===== src/rtl/traffic_cmd_sequencer.sv =====
// Turns host mode requests (OFF / NORMAL / BLINK) into ordered, gap-spaced command packets for traffic_lights.
// Optional build macro TLS_AUTO_START_EN: run a default NORMAL sequence right after reset release.
module traffic_cmd_sequencer #(
    parameter int unsigned CMD_GAP       = 2,
    parameter logic [15:0] DEF_RED_MS    = 16'd10,
    parameter logic [15:0] DEF_YELLOW_MS = 16'd3,
    parameter logic [15:0] DEF_GREEN_MS  = 16'd8
) (
    input  logic        clk_i,
    input  logic        arst_ni,
    input  logic [1:0]  mode_i,
    input  logic        mode_valid_i,
    output logic        mode_ready_o,
    input  logic [15:0] red_ms_i,
    input  logic [15:0] yellow_ms_i,
    input  logic [15:0] green_ms_i,
    output logic [2:0]  cmd_type_o,
    output logic        cmd_valid_o,
    output logic [15:0] cmd_data_o,
    output logic [1:0]  cur_mode_o,
    output logic        busy_o,
    output logic        err_o
);

    typedef enum logic [1:0] {ST_IDLE, ST_ISSUE, ST_GAP} state_e;

    typedef enum logic [2:0] {
        CMD_ON         = 3'd0,
        CMD_OFF        = 3'd1,
        CMD_BLINK      = 3'd2,
        CMD_SET_GREEN  = 3'd3,
        CMD_SET_RED    = 3'd4,
        CMD_SET_YELLOW = 3'd5
    } cmd_e;

    localparam logic [1:0] MODE_OFF     = 2'b00;
    localparam logic [1:0] MODE_NORMAL  = 2'b01;
    localparam logic [1:0] MODE_BLINK   = 2'b10;
    localparam logic [1:0] MODE_ILLEGAL = 2'b11;

    localparam int unsigned GAP_W = (CMD_GAP > 0) ? $clog2(CMD_GAP + 1) : 1;
    localparam logic [GAP_W-1:0] GAP_LAST = (CMD_GAP > 0) ? GAP_W'(CMD_GAP - 1) : '0;

`ifdef TLS_AUTO_START_EN
    localparam bit AUTO_START = 1'b1;
`else
    localparam bit AUTO_START = 1'b0;
`endif

    state_e             state_q, state_d;
    logic [GAP_W-1:0]   gap_q, gap_d;
    logic [1:0]         idx_q, idx_d;
    logic [1:0]         last_q, last_d;
    logic [1:0]         tgt_q, tgt_d;
    logic [15:0]        red_q, red_d;
    logic [15:0]        yel_q, yel_d;
    logic [15:0]        grn_q, grn_d;
    logic [1:0]         cur_q, cur_d;
    logic               err_q, err_d;
    logic               init_q, init_d;
    logic [2:0]         hold_type_q, hold_type_d;
    logic [15:0]        hold_data_q, hold_data_d;

    logic [2:0]         issue_type;
    logic [15:0]        issue_data;
    logic               accept;
    logic               req_illegal;
    logic               req_noop;

    // init_q keeps the host port closed during the first cycle after reset release.
    assign mode_ready_o = (state_q == ST_IDLE) && init_q;
    assign busy_o       = (state_q != ST_IDLE);
    assign cmd_valid_o  = (state_q == ST_ISSUE);
    assign cmd_type_o   = cmd_valid_o ? issue_type : hold_type_q;
    assign cmd_data_o   = cmd_valid_o ? issue_data : hold_data_q;
    assign cur_mode_o   = cur_q;
    assign err_o        = err_q;

    assign accept      = mode_valid_i && mode_ready_o;
    assign req_illegal = (mode_i == MODE_ILLEGAL) ||
                         ((mode_i == MODE_NORMAL) &&
                          ((red_ms_i == '0) || (yellow_ms_i == '0) || (green_ms_i == '0)));
    assign req_noop    = (mode_i != MODE_NORMAL) && (mode_i == cur_q);

    // Command for the current sequence step; NORMAL walks red, yellow, green, then ON.
    always_comb begin
        issue_type = CMD_OFF;
        issue_data = '0;
        case (tgt_q)
            MODE_NORMAL: begin
                case (idx_q)
                    2'd0:    begin issue_type = CMD_SET_RED;    issue_data = red_q; end
                    2'd1:    begin issue_type = CMD_SET_YELLOW; issue_data = yel_q; end
                    2'd2:    begin issue_type = CMD_SET_GREEN;  issue_data = grn_q; end
                    default: begin issue_type = CMD_ON;         issue_data = '0;    end
                endcase
            end
            MODE_BLINK: issue_type = CMD_BLINK;
            default:    issue_type = CMD_OFF;
        endcase
    end

    always_comb begin
        // NOTE: every next-state signal gets its hold value first so no path leaves one unassigned (no latches).
        state_d     = state_q;
        gap_d       = gap_q;
        idx_d       = idx_q;
        last_d      = last_q;
        tgt_d       = tgt_q;
        red_d       = red_q;
        yel_d       = yel_q;
        grn_d       = grn_q;
        cur_d       = cur_q;
        err_d       = 1'b0;
        init_d      = 1'b1;
        hold_type_d = hold_type_q;
        hold_data_d = hold_data_q;

        case (state_q)
            ST_IDLE: begin
                if (!init_q) begin
                    if (AUTO_START) begin
                        tgt_d   = MODE_NORMAL;
                        red_d   = DEF_RED_MS;
                        yel_d   = DEF_YELLOW_MS;
                        grn_d   = DEF_GREEN_MS;
                        idx_d   = 2'd0;
                        last_d  = 2'd3;
                        state_d = ST_ISSUE;
                    end
                end else if (accept) begin
                    if (req_illegal) begin
                        err_d = 1'b1;
                    end else if (!req_noop) begin
                        tgt_d   = mode_i;
                        red_d   = red_ms_i;
                        yel_d   = yellow_ms_i;
                        grn_d   = green_ms_i;
                        idx_d   = 2'd0;
                        // Re-timing an already running NORMAL skips the trailing ON.
                        if (mode_i == MODE_NORMAL) begin
                            last_d = (cur_q == MODE_NORMAL) ? 2'd2 : 2'd3;
                        end else begin
                            last_d = 2'd0;
                        end
                        state_d = ST_ISSUE;
                    end
                end
            end
            ST_ISSUE: begin
                hold_type_d = issue_type;
                hold_data_d = issue_data;
                if (idx_q == last_q) begin
                    cur_d   = tgt_q;
                    state_d = ST_IDLE;
                end else begin
                    idx_d   = idx_q + 2'd1;
                    gap_d   = '0;
                    state_d = (CMD_GAP > 0) ? ST_GAP : ST_ISSUE;
                end
            end
            ST_GAP: begin
                if (gap_q == GAP_LAST) begin
                    gap_d   = '0;
                    state_d = ST_ISSUE;
                end else begin
                    gap_d = gap_q + GAP_W'(1);
                end
            end
            default: state_d = ST_IDLE;
        endcase
    end

    always_ff @(posedge clk_i or negedge arst_ni) begin
        // NOTE: state registers use non-blocking assignments so all of them update together at the edge.
        if (!arst_ni) begin
            state_q     <= ST_IDLE;
            gap_q       <= '0;
            idx_q       <= '0;
            last_q      <= '0;
            tgt_q       <= MODE_OFF;
            red_q       <= '0;
            yel_q       <= '0;
            grn_q       <= '0;
            cur_q       <= MODE_OFF;
            err_q       <= 1'b0;
            init_q      <= 1'b0;
            hold_type_q <= '0;
            hold_data_q <= '0;
        end else begin
            state_q     <= state_d;
            gap_q       <= gap_d;
            idx_q       <= idx_d;
            last_q      <= last_d;
            tgt_q       <= tgt_d;
            red_q       <= red_d;
            yel_q       <= yel_d;
            grn_q       <= grn_d;
            cur_q       <= cur_d;
            err_q       <= err_d;
            init_q      <= init_d;
            hold_type_q <= hold_type_d;
            hold_data_q <= hold_data_d;
        end
    end

endmodule


===== config.mk =====
export PLATFORM = sky130hd
export DESIGN_NAME = traffic_cmd_sequencer
export DESIGN_NICKNAME = d
export VERILOG_FILES = /design/src/rtl/traffic_cmd_sequencer.sv
export SDC_FILE = /design/constraint.sdc
export NUM_CORES = 1
export LEC_CHECK = 0
export BUFFER_PORTS_ARGS = -buffer_cell sky130_fd_sc_hd__buf_2
export CORE_MARGIN = 2
export CORE_UTILIZATION = 49
export CTS_CLUSTER_DIAMETER = 200
export DETAILED_ROUTE_END_ITERATION = 12
export PLACE_DENSITY = 0.86
export SLEW_MARGIN = 20
export SYNTH_ARGS = -nofsm -noshare
export SYNTH_HDL_FRONTEND = slang
export SYNTH_SLANG_ARGS = --single-unit

===== constraint.sdc =====
create_clock -name clk_i -period 1.9 [get_ports clk_i]
set_clock_uncertainty 0.05 [all_clocks]
set_input_delay 0.095 -clock clk_i [delete_from_list [all_inputs] [get_ports clk_i]]
set_output_delay 0.095 -clock clk_i [all_outputs]
set_load 0.1 [all_outputs]

## After elaboration in Yosys (flattened, before gate mapping)

Index checks and enable logic that the tools add are counted.

| word-level totals | value |
|---|---|
| output and inout port bits | 25 |
| flip-flop bits (word level) | 81 |
| word-level logic and storage cells | 84 |
| input port bits | 53 |

| cells by class | value |
|---|---|
| bitwise logic cells | 2 |
| multiplexer cells | 28 |
| reductions and logical operators | 20 |
| $add $sub $neg | 2 |
| eq/ne operators | 19 |

Operators by type and width:

| kind | number |
|---|---|
| zero test 16 bit | 3 |
| one-hot mux 16 bit (3 select lines) | 1 |
| 2-to-1 mux 16 bit | 2 |
| 2-to-1 mux 2 bit | 14 |
| equality test 2 x 1 -> 1 bit, second input constant | 6 |
| inequality test 2 bit, second input constant | 6 |
| AND reduction 5 bit | 2 |
| one-hot mux 3 bit (3 select lines) | 1 |
| equality test 2 bit, second input constant | 4 |
| one-hot mux 2 bit (2 select lines) | 2 |
| one-hot mux 2 bit (3 select lines) | 1 |
| one-hot mux 3 bit (2 select lines) | 1 |
| AND reduction 6 bit | 1 |
| nonzero test 2 bit | 3 |
| 2-to-1 mux 1 bit | 5 |
| adder 2 x 1 -> 2 bit, second input constant | 2 |
| equality test 2 bit | 2 |
| logical AND 1 bit | 4 |
| zero test 2 bit | 2 |
| AND reduction 2 bit | 2 |
| logical OR 1 bit | 3 |
| 2-to-1 mux 3 bit | 1 |
| inequality test 2 x 1 -> 1 bit, second input constant | 1 |
| inverter 1 bit | 2 |

## Depth between registers and ports, before layout

Gate-level depths: netlist of the first run.

| logic depth | value |
|---|---|
| depth after elaboration | 9 |
| depth in mapped cells | 6 |
| depth with buffers taken out | 5 |

## Worst setup path before layout of the first run

No wires, ideal clock.

| path | value |
|---|---|
| path kind | register -> register |
| start point | reg state_q[1] |
| end point | reg hold_data_q[10] |
| data required time | 1.497 ns |
| buffers on the path | 2 |
| stages on the path, launching flop included | 7 |
| clock period less this slack | 4.432 ns |
| arrival time | 4.029 ns |
| slack | -2.532 ns |
| setup time | 0.353 ns |
| cell sequence | dfrtp_1 nand2b_1 clkbuf_1 inv_1 nand3b_1 clkbuf_1 o21ai_0 |

| on the way | value |
|---|---|
| word-level cells in the longest chain between the ends | 2 |

RTL lines:

| element | RTL line | text |
|---|---|---|
| from (decl) | 50 | `state_e state_q, state_d;` |
| from (signal assigned) | 191 | `state_q <= state_d;` |
| equality test 2 x 1 -> 1 bit | n/a |  |
| via cmd_valid_o | 18 | `output logic cmd_valid_o,` |
| 2-to-1 mux 16 bit | n/a |  |
| via cmd_data_o[10] | 19 | `output logic [15:0] cmd_data_o,` |
| to (signal assigned) | 203 | `hold_data_q <= hold_data_d;` |
| to (decl) | 62 | `logic [15:0] hold_data_q, hold_data_d;` |

The timed path passes the listed nets, and every way through them passes these cells.
A chain may end at the register's enable or synchronous reset.

## Final worst setup path of the first run

| path | value |
|---|---|
| start point | reg idx_q[0] |
| end point | out cmd_data_o[4] |

| on the way | value |
|---|---|
| word-level cells in the longest chain between the ends | 4 |
| elaborated cells between the ends (all ways) | 6 |
| those cells by class | eq/ne: 2; mux: 3; reduce/logical: 1 |

RTL lines:

| element | RTL line | text |
|---|---|---|
| from (decl) | 52 | `logic [1:0] idx_q, idx_d;` |
| from (signal assigned) | 193 | `idx_q <= idx_d;` |
| equality test 2 bit, or another cell as far along | 91 | `case (idx_q)` |
| one-hot mux 16 bit (3 select lines) * | 91 |  |
| 2-to-1 mux 16 bit * | 89 | `case (tgt_q)` |
| 2-to-1 mux 16 bit * | n/a |  |
| to (decl) | 19 |  |

Mark *: on every way between the ends. The rest lies on a longest branch, timed or not.

==> results.tsv, run 1 <==
metric	value	unit
status	complete, but fails checks	
violations	negative setup slack	
comb_power_share	56.9	%
crit_required	1.75	ns
setup_violations	18	
die_h	90.8	microns
drive_gt1_share	52.2	%
syn-cell-area	3690	sq um
hold_violations	0	
worstSetupPathType	flip-flop to output port	
swShare	43.8	%
cts_tree	done	
wl_met2	6060	microns
ys_warn_count	0	
antenna_left	0	
power_switching	0.00441	W
syn_nets	336	
synth_xor_area_share	0.712	%
maxSlewViolCount	0	
ys_async_sr_fraction	100	%
start_util	50.9	%
yosysSeqAreaShare	55.0	%
synth_compound_area_share	9.43	%
powerDensity	1730	nW/um^2
synthCells	277	
crit_path_cell_trace	inv_4 > ha_4 > buf_6 > a222oi_1 > o21ai_4 > buf_12	
crit_family	compound AO/OA/AOI/OAI gates	
grt_setup_unrepaired	yes	
first_iter_violations	318	
routed.top_layer	met4	
synthSimpleGateAreaFrac	8.07	%
ctsLongestPathBuffers	2	
seq_power_share	30.5	%
route.met3.wl	613	microns
gr-total-overflow	0	
yosys-top-cells-count	dfrtp_1, mux2_4, nand2_1	
post-synth-top-count-cell	dfrtp_1	
synthMuxAreaShare	21.1	%
synthAdderAreaFrac	2.04	%
clkPwrFrac	12.5	%
dieArea	8240	sq um
ys_ff_latch	81	
io_pins	78	
avgViaCountPerCell	5.75	
fin_util	80.3	%
ys_types	35	
min_path_type	input pin to flip-flop	
cts_inserted_buffers	9	
fp-row-count	31	
place.gp.congestion	0.817	
drtPass1Iterations	9	
met1_length	4380	microns
fmax	0.439	GHz
htree_num_levels	3	
vdd_drop_max	1.05	mV
cts.sinks	81	
worst_slack	-0.378	ns
portBuffers	77	
endpoint_kind	output port	
root_buffer	clkbuf_8	
grt_max_degree	42	
first_global_vias	3354	
p_int	0.00566	W
coreArea	7250	sq um
fin_crit_sh	120	%
yosysTopAreaCellShare	55.0	%
num_vias	3133	
synth-edff-count	0	
drc	0	
grt_antenna_before_repair	0	
worstPathArrival	2.13	ns
nets	500	
crit_buf_inv	3	
route.detailed.wl_per_inst	21.1	microns
hold_ws	0.0204	ns
worstPathMaxFanout	8	
critPathSlowestCell	a222oi_1	
synthFlopType	dfrtp_1	
dp_hpwl	6850	microns
area_growth	58.0	%
worstMarginPinSlew	0.622	ns
fin_crit	2.28	ns
start_kind	flip-flop	
cts.reportedPaths.clkPinSlew	0.08	ns
synth_top_cell_by_area	dfrtp_1	
grt_usage	27.5	%
max_slew_margin	58.6	%
die-width	90.8	microns
grt_pass1_wl	17400	microns
max-cap-violations	0	
syn_avg_cell_area	13.3	sq um
antenna_cells	0	
routed_wl	11500	microns
max_stage_delay	0.58	ns
synth_top_family_by_area	multiplexers	
clk_latency	0.36	ns
power.leakage	2.63	nW
synth_area_leaders	dfrtp_1, mux2_4, a222oi_1	
## power groups by stage
| stage | logic, W | registers (W) | clock network, W |
|---|---|---|---|
| floorplan | 0.00350 | 0.00296 | 0 |
| detailed placement | 0.00510 | 0.00300 | 0 |
| finish | 0.00573 | 0.00307 | 0.00126 |
| global route | 0.00597 | 0.00313 | 0.00133 |
| global placement | 0.00496 | 0.00294 | 0 |
| CTS | 0.00543 | 0.00300 | 0.00126 |
## cell type report
type                       count  area, sq um
tap                           99          124
timing repair buffer         168         1610
clock inverter                 5         57.6
inverter                      10         46.3
clock buffer                  11          131
sequential                    81         2030
multi-input combinational    171         1820
fill                         384         1430
## timing repair
item / 4_1_cts / 5_1_grt
hold buffers: 42 / 0
endpoints found under the setup margin: 56 / 48
resized for setup: 18 / 15
pin swaps: 20 / 15
buffers inserted: 7 / 4
gates cloned: 0 / 1
endpoints found under the hold margin: 81 / 0
## metrics by stage
stage	total power, W	instances	area [sq um]	TNS (ns)	setup WS [ns]
global placement	0.00790	475	4950	-8.03	-0.161
detailed placement	0.00810	475	4950	-7.99	-0.176
global route	0.0104	545	5830	-5.82	-0.387
floorplan	0.00646	277	3920	-33.40	-0.787
finish	0.0101	545	5830	-4.27	-0.378
CTS	0.00968	540	5700	-2.99	-0.205
## worst reg2reg max path, cell delays in order, from the launching register on
cell     delay [ns]
dfrtp_1        0.43
buf_6          0.14
nor2_4         0.11
and2_4         0.17
nand2_4        0.06
nor3_4         0.16
buf_12         0.17
buf_12         0.18
mux2_4         0.32
## final timing paths
kind,to,cells past startpoint,startpoint,slack (ns)
min in group asynchronous,hold_data_q[3],2,arst_ni,0.20
min reg2reg,grn_q[0],1,grn_q[0],0.47
min,tgt_q[1],2,mode_i[1],0.02
max,cmd_data_o[4],6,idx_q[0],-0.38
max in group asynchronous,tgt_q[0],3,arst_ni,0.97
max reg2reg,tgt_q[0],8,state_q[1],0.01
## registers in the layout (all words and copies together) (netlist names)
signal       flops
gap_q            2
hold_data_q     16
red_q           16
grn_q           16
tgt_q            2
init_q           1
last_q           2
yel_q           16
err_o            1
cur_mode_o       2
idx_q            2
hold_type_q      3
state_q          2
## cell usage in the layout (no fill, tap or decap), types with 2 or more instances in the layout
master,netlist,routed
clkbuf_8,0,9
buf_6,5,8
buf_4,0,33
ha_2,0,2
nand4_1,2,2
a222oi_1,16,16
xnor2_1,2,2
o31ai_4,0,2
clkbuf_1,10,2
dfrtp_1,81,75
nor4_1,12,12
clkinvlp_4,0,4
nand2_1,27,26
buf_12,0,25
o21ai_4,0,16
a21oi_1,5,4
o21ai_0,21,4
inv_4,0,2
dlygate4sd3_1,0,42
dfrtp_2,0,6
mux2_4,49,51
ha_4,0,3
nor2_1,7,7
buf_2,0,57
inv_1,10,7
## layer usage
layer / up-vias / global-route usage (%)
li1: 1349 / -
met1: 1580 / 32.3
met2: 164 / 47.2
met3: 40 / 5.59
met4: 0 / 14.9
met5: - / 0
## cell families (layout without fill, tap and decap cells)
group                    after synthesis  count (layout)
XOR/XNOR                               3               3
multiplexers                          53              53
AND/OR/NAND/NOR                       59              59
AO/OA/AOI/OAI                         49              49
flip-flops                            81              81
other                                  1               1
buffers and inverters                 25             194
adder cells (fa/ha/maj)                6               6
No activity file was read; power rests on OpenSTA's default activity.
==> inputs of run 2 (changes only) <==
Settings changed: CORE_UTILIZATION 49 to 30, PLACE_DENSITY 0.86 to 0.61.
==> results.tsv, run 2 (synthesis results as in run 1) <==
metric	value	unit
root_buffer	clkbuf_16	
cts_tree	done	
multiInputGateArea	1790	sq um
fillerInstances	1052	
crit_path_cell_trace	inv_2 > ha_1 > buf_12 > a222oi_1 > buf_4 > o21ai_4 > buf_12	
start_util	30.7	%
die_h	115	microns
worst_slack	-0.240	ns
powerDensity	1720	nW/um^2
grt_antenna_before_repair	0	
io_pins	78	
fin_crit_sh	113	%
vdd_drop_max	0.912	mV
maxSlewViolCount	0	
area_growth	63.4	%
drc	0	
place.gp.congestion	0.818	
regArea	2030	sq um
endpoint_kind	output port	
fin_cells	592	
crit_required	1.75	ns
cts.sinks	81	
final_common_cell	dfrtp_1	
placed_cell_area	4980	sq um
crit_family	buffers and inverters	
clk_latency	0.33	ns
dp_cells	518	
fp-row-count	40	
critPathSlowestCell	dfrtp_1	
pre_cts_ws	-0.113	ns
power.leakage	2.72	nW
setup_violations	18	
portBuffers	77	
dp_hpwl	7010	microns
final_cell_area	6030	sq um
cpMostUsedCell	buf_12	
gr-total-overflow	0	
status	complete, but fails checks	
drtPass1Iterations	7	
fin_util	50.2	%
final_cell_mix	dfrtp_1, buf_2, mux2_4	
grt_pass1_wl	16400	microns
num_vias	2877	
worstPathArrival	2.00	ns
cts_inserted_buffers	9	
antenna_left	0	
die-width	115	microns
first_iter_violations	217	
grt_setup_unrepaired	yes	
avgViaCountPerCell	4.86	
fmax	0.467	GHz
antenna_cells	0	
power	0.0104	W
nets	499	
route.detailed.wl_per_inst	17.4	microns
grt_usage	16.4	%
worstMarginPinSlew	0.526	ns
max_stage_delay	0.41	ns
routed_wl	10300	microns
max-cap-violations	0	
fin_crit	2.14	ns
cts.reportedPaths.clkPinSlew	0.06	ns
drive_gt1_share	50.6	%
worstPathMaxFanout	17	
min_path_type	input pin to flip-flop	
hold_violations	0	
crit_buf_inv	4	
violations	negative setup slack	
grt_max_degree	36	
first_global_vias	3103	
start_kind	flip-flop	
htree_num_levels	3	
max_slew_margin	64.6	%
worstSetupPathType	flip-flop to output port	
ctsLongestPathBuffers	2	
dieArea	13200	sq um
coreArea	12000	sq um
-- run 2: cell count changes in the layout (fill, tap and decap cells not counted), moves of 3 or more --
cell           previous run  this run
buf_12                   25        28
buf_4                    33        29
clkbuf_16                 1        10
clkbuf_8                  9         1
clkinv_4                  0         3
clkinvlp_4                4         1
dlygate4sd3_1            42        45
-- run 2: path summary, 6_finish.rpt --
check | start | endpoint | slack (ns) | cells after the start
setup / recovery | idx_q[1] | cmd_data_o[9] | -0.24 | 7
hold / removal | mode_i[1] | tgt_q[1] | 0.04 | 2
setup reg to reg | state_q[1] | red_q[3] | 0.06 | 8
hold reg to reg | yel_q[12] | yel_q[12] | 0.46 | 1
max in group asynchronous | arst_ni | yel_q[13] | 0.99 | 3
min in group asynchronous | arst_ni | init_q | 0.21 | 2
-- run 2: metrics by stage --
step           TNS [ns]  hold slack, ns
4_1_cts           -2.82          0.0390
6_report          -2.63          0.0437
3_3_place_gp      -4.32          0.0341
2_1_floorplan    -33.40          -0.251
3_5_place_dp      -4.54          0.0453
5_1_grt           -4.46          0.0336
-- run 2: layout make-up --
type | instances | share of cell area (%)
inverters | 10 | 0.685
flip-flops and latches | 81 | 33.7
multi-input cells | 171 | 29.7
clock inverters | 6 | 1.52
clock buffers | 10 | 3.97
well taps | 147 | 3.05
repair buffers | 167 | 27.3
-- run 2: what timing repair did --
item / in CTS / in global routing
gates resized for setup: 18 / 6
hold endpoints to repair: 78 / 0
hold buffers: 46 / 0
buffers inserted: 9 / 4
setup endpoints to repair: 19 / 73
pin swaps: 17 / 19
cloned: 0 / 1
-- run 2: where the power goes --
group	internal, W	leakage [nW]	total [W]	switching [W]
clock	0.00119	0.163	0.00188	0.000692
sequential	0.00250	1.00	0.00297	0.000472
combinational	0.00249	1.55	0.00550	0.00301
total	0.00618	2.72	0.0103	0.00417
-- run 2: per-layer routing --
metal | GRT usage, % | wire (microns) | vias up
met3 | 4.01 | 432 | 8
met4 | 4.58 | 114 | 0
met5 | 0 | 0 | -
li1 | - | - | 1349
met1 | 21.6 | 4570 | 1451
met2 | 26.9 | 5170 | 69
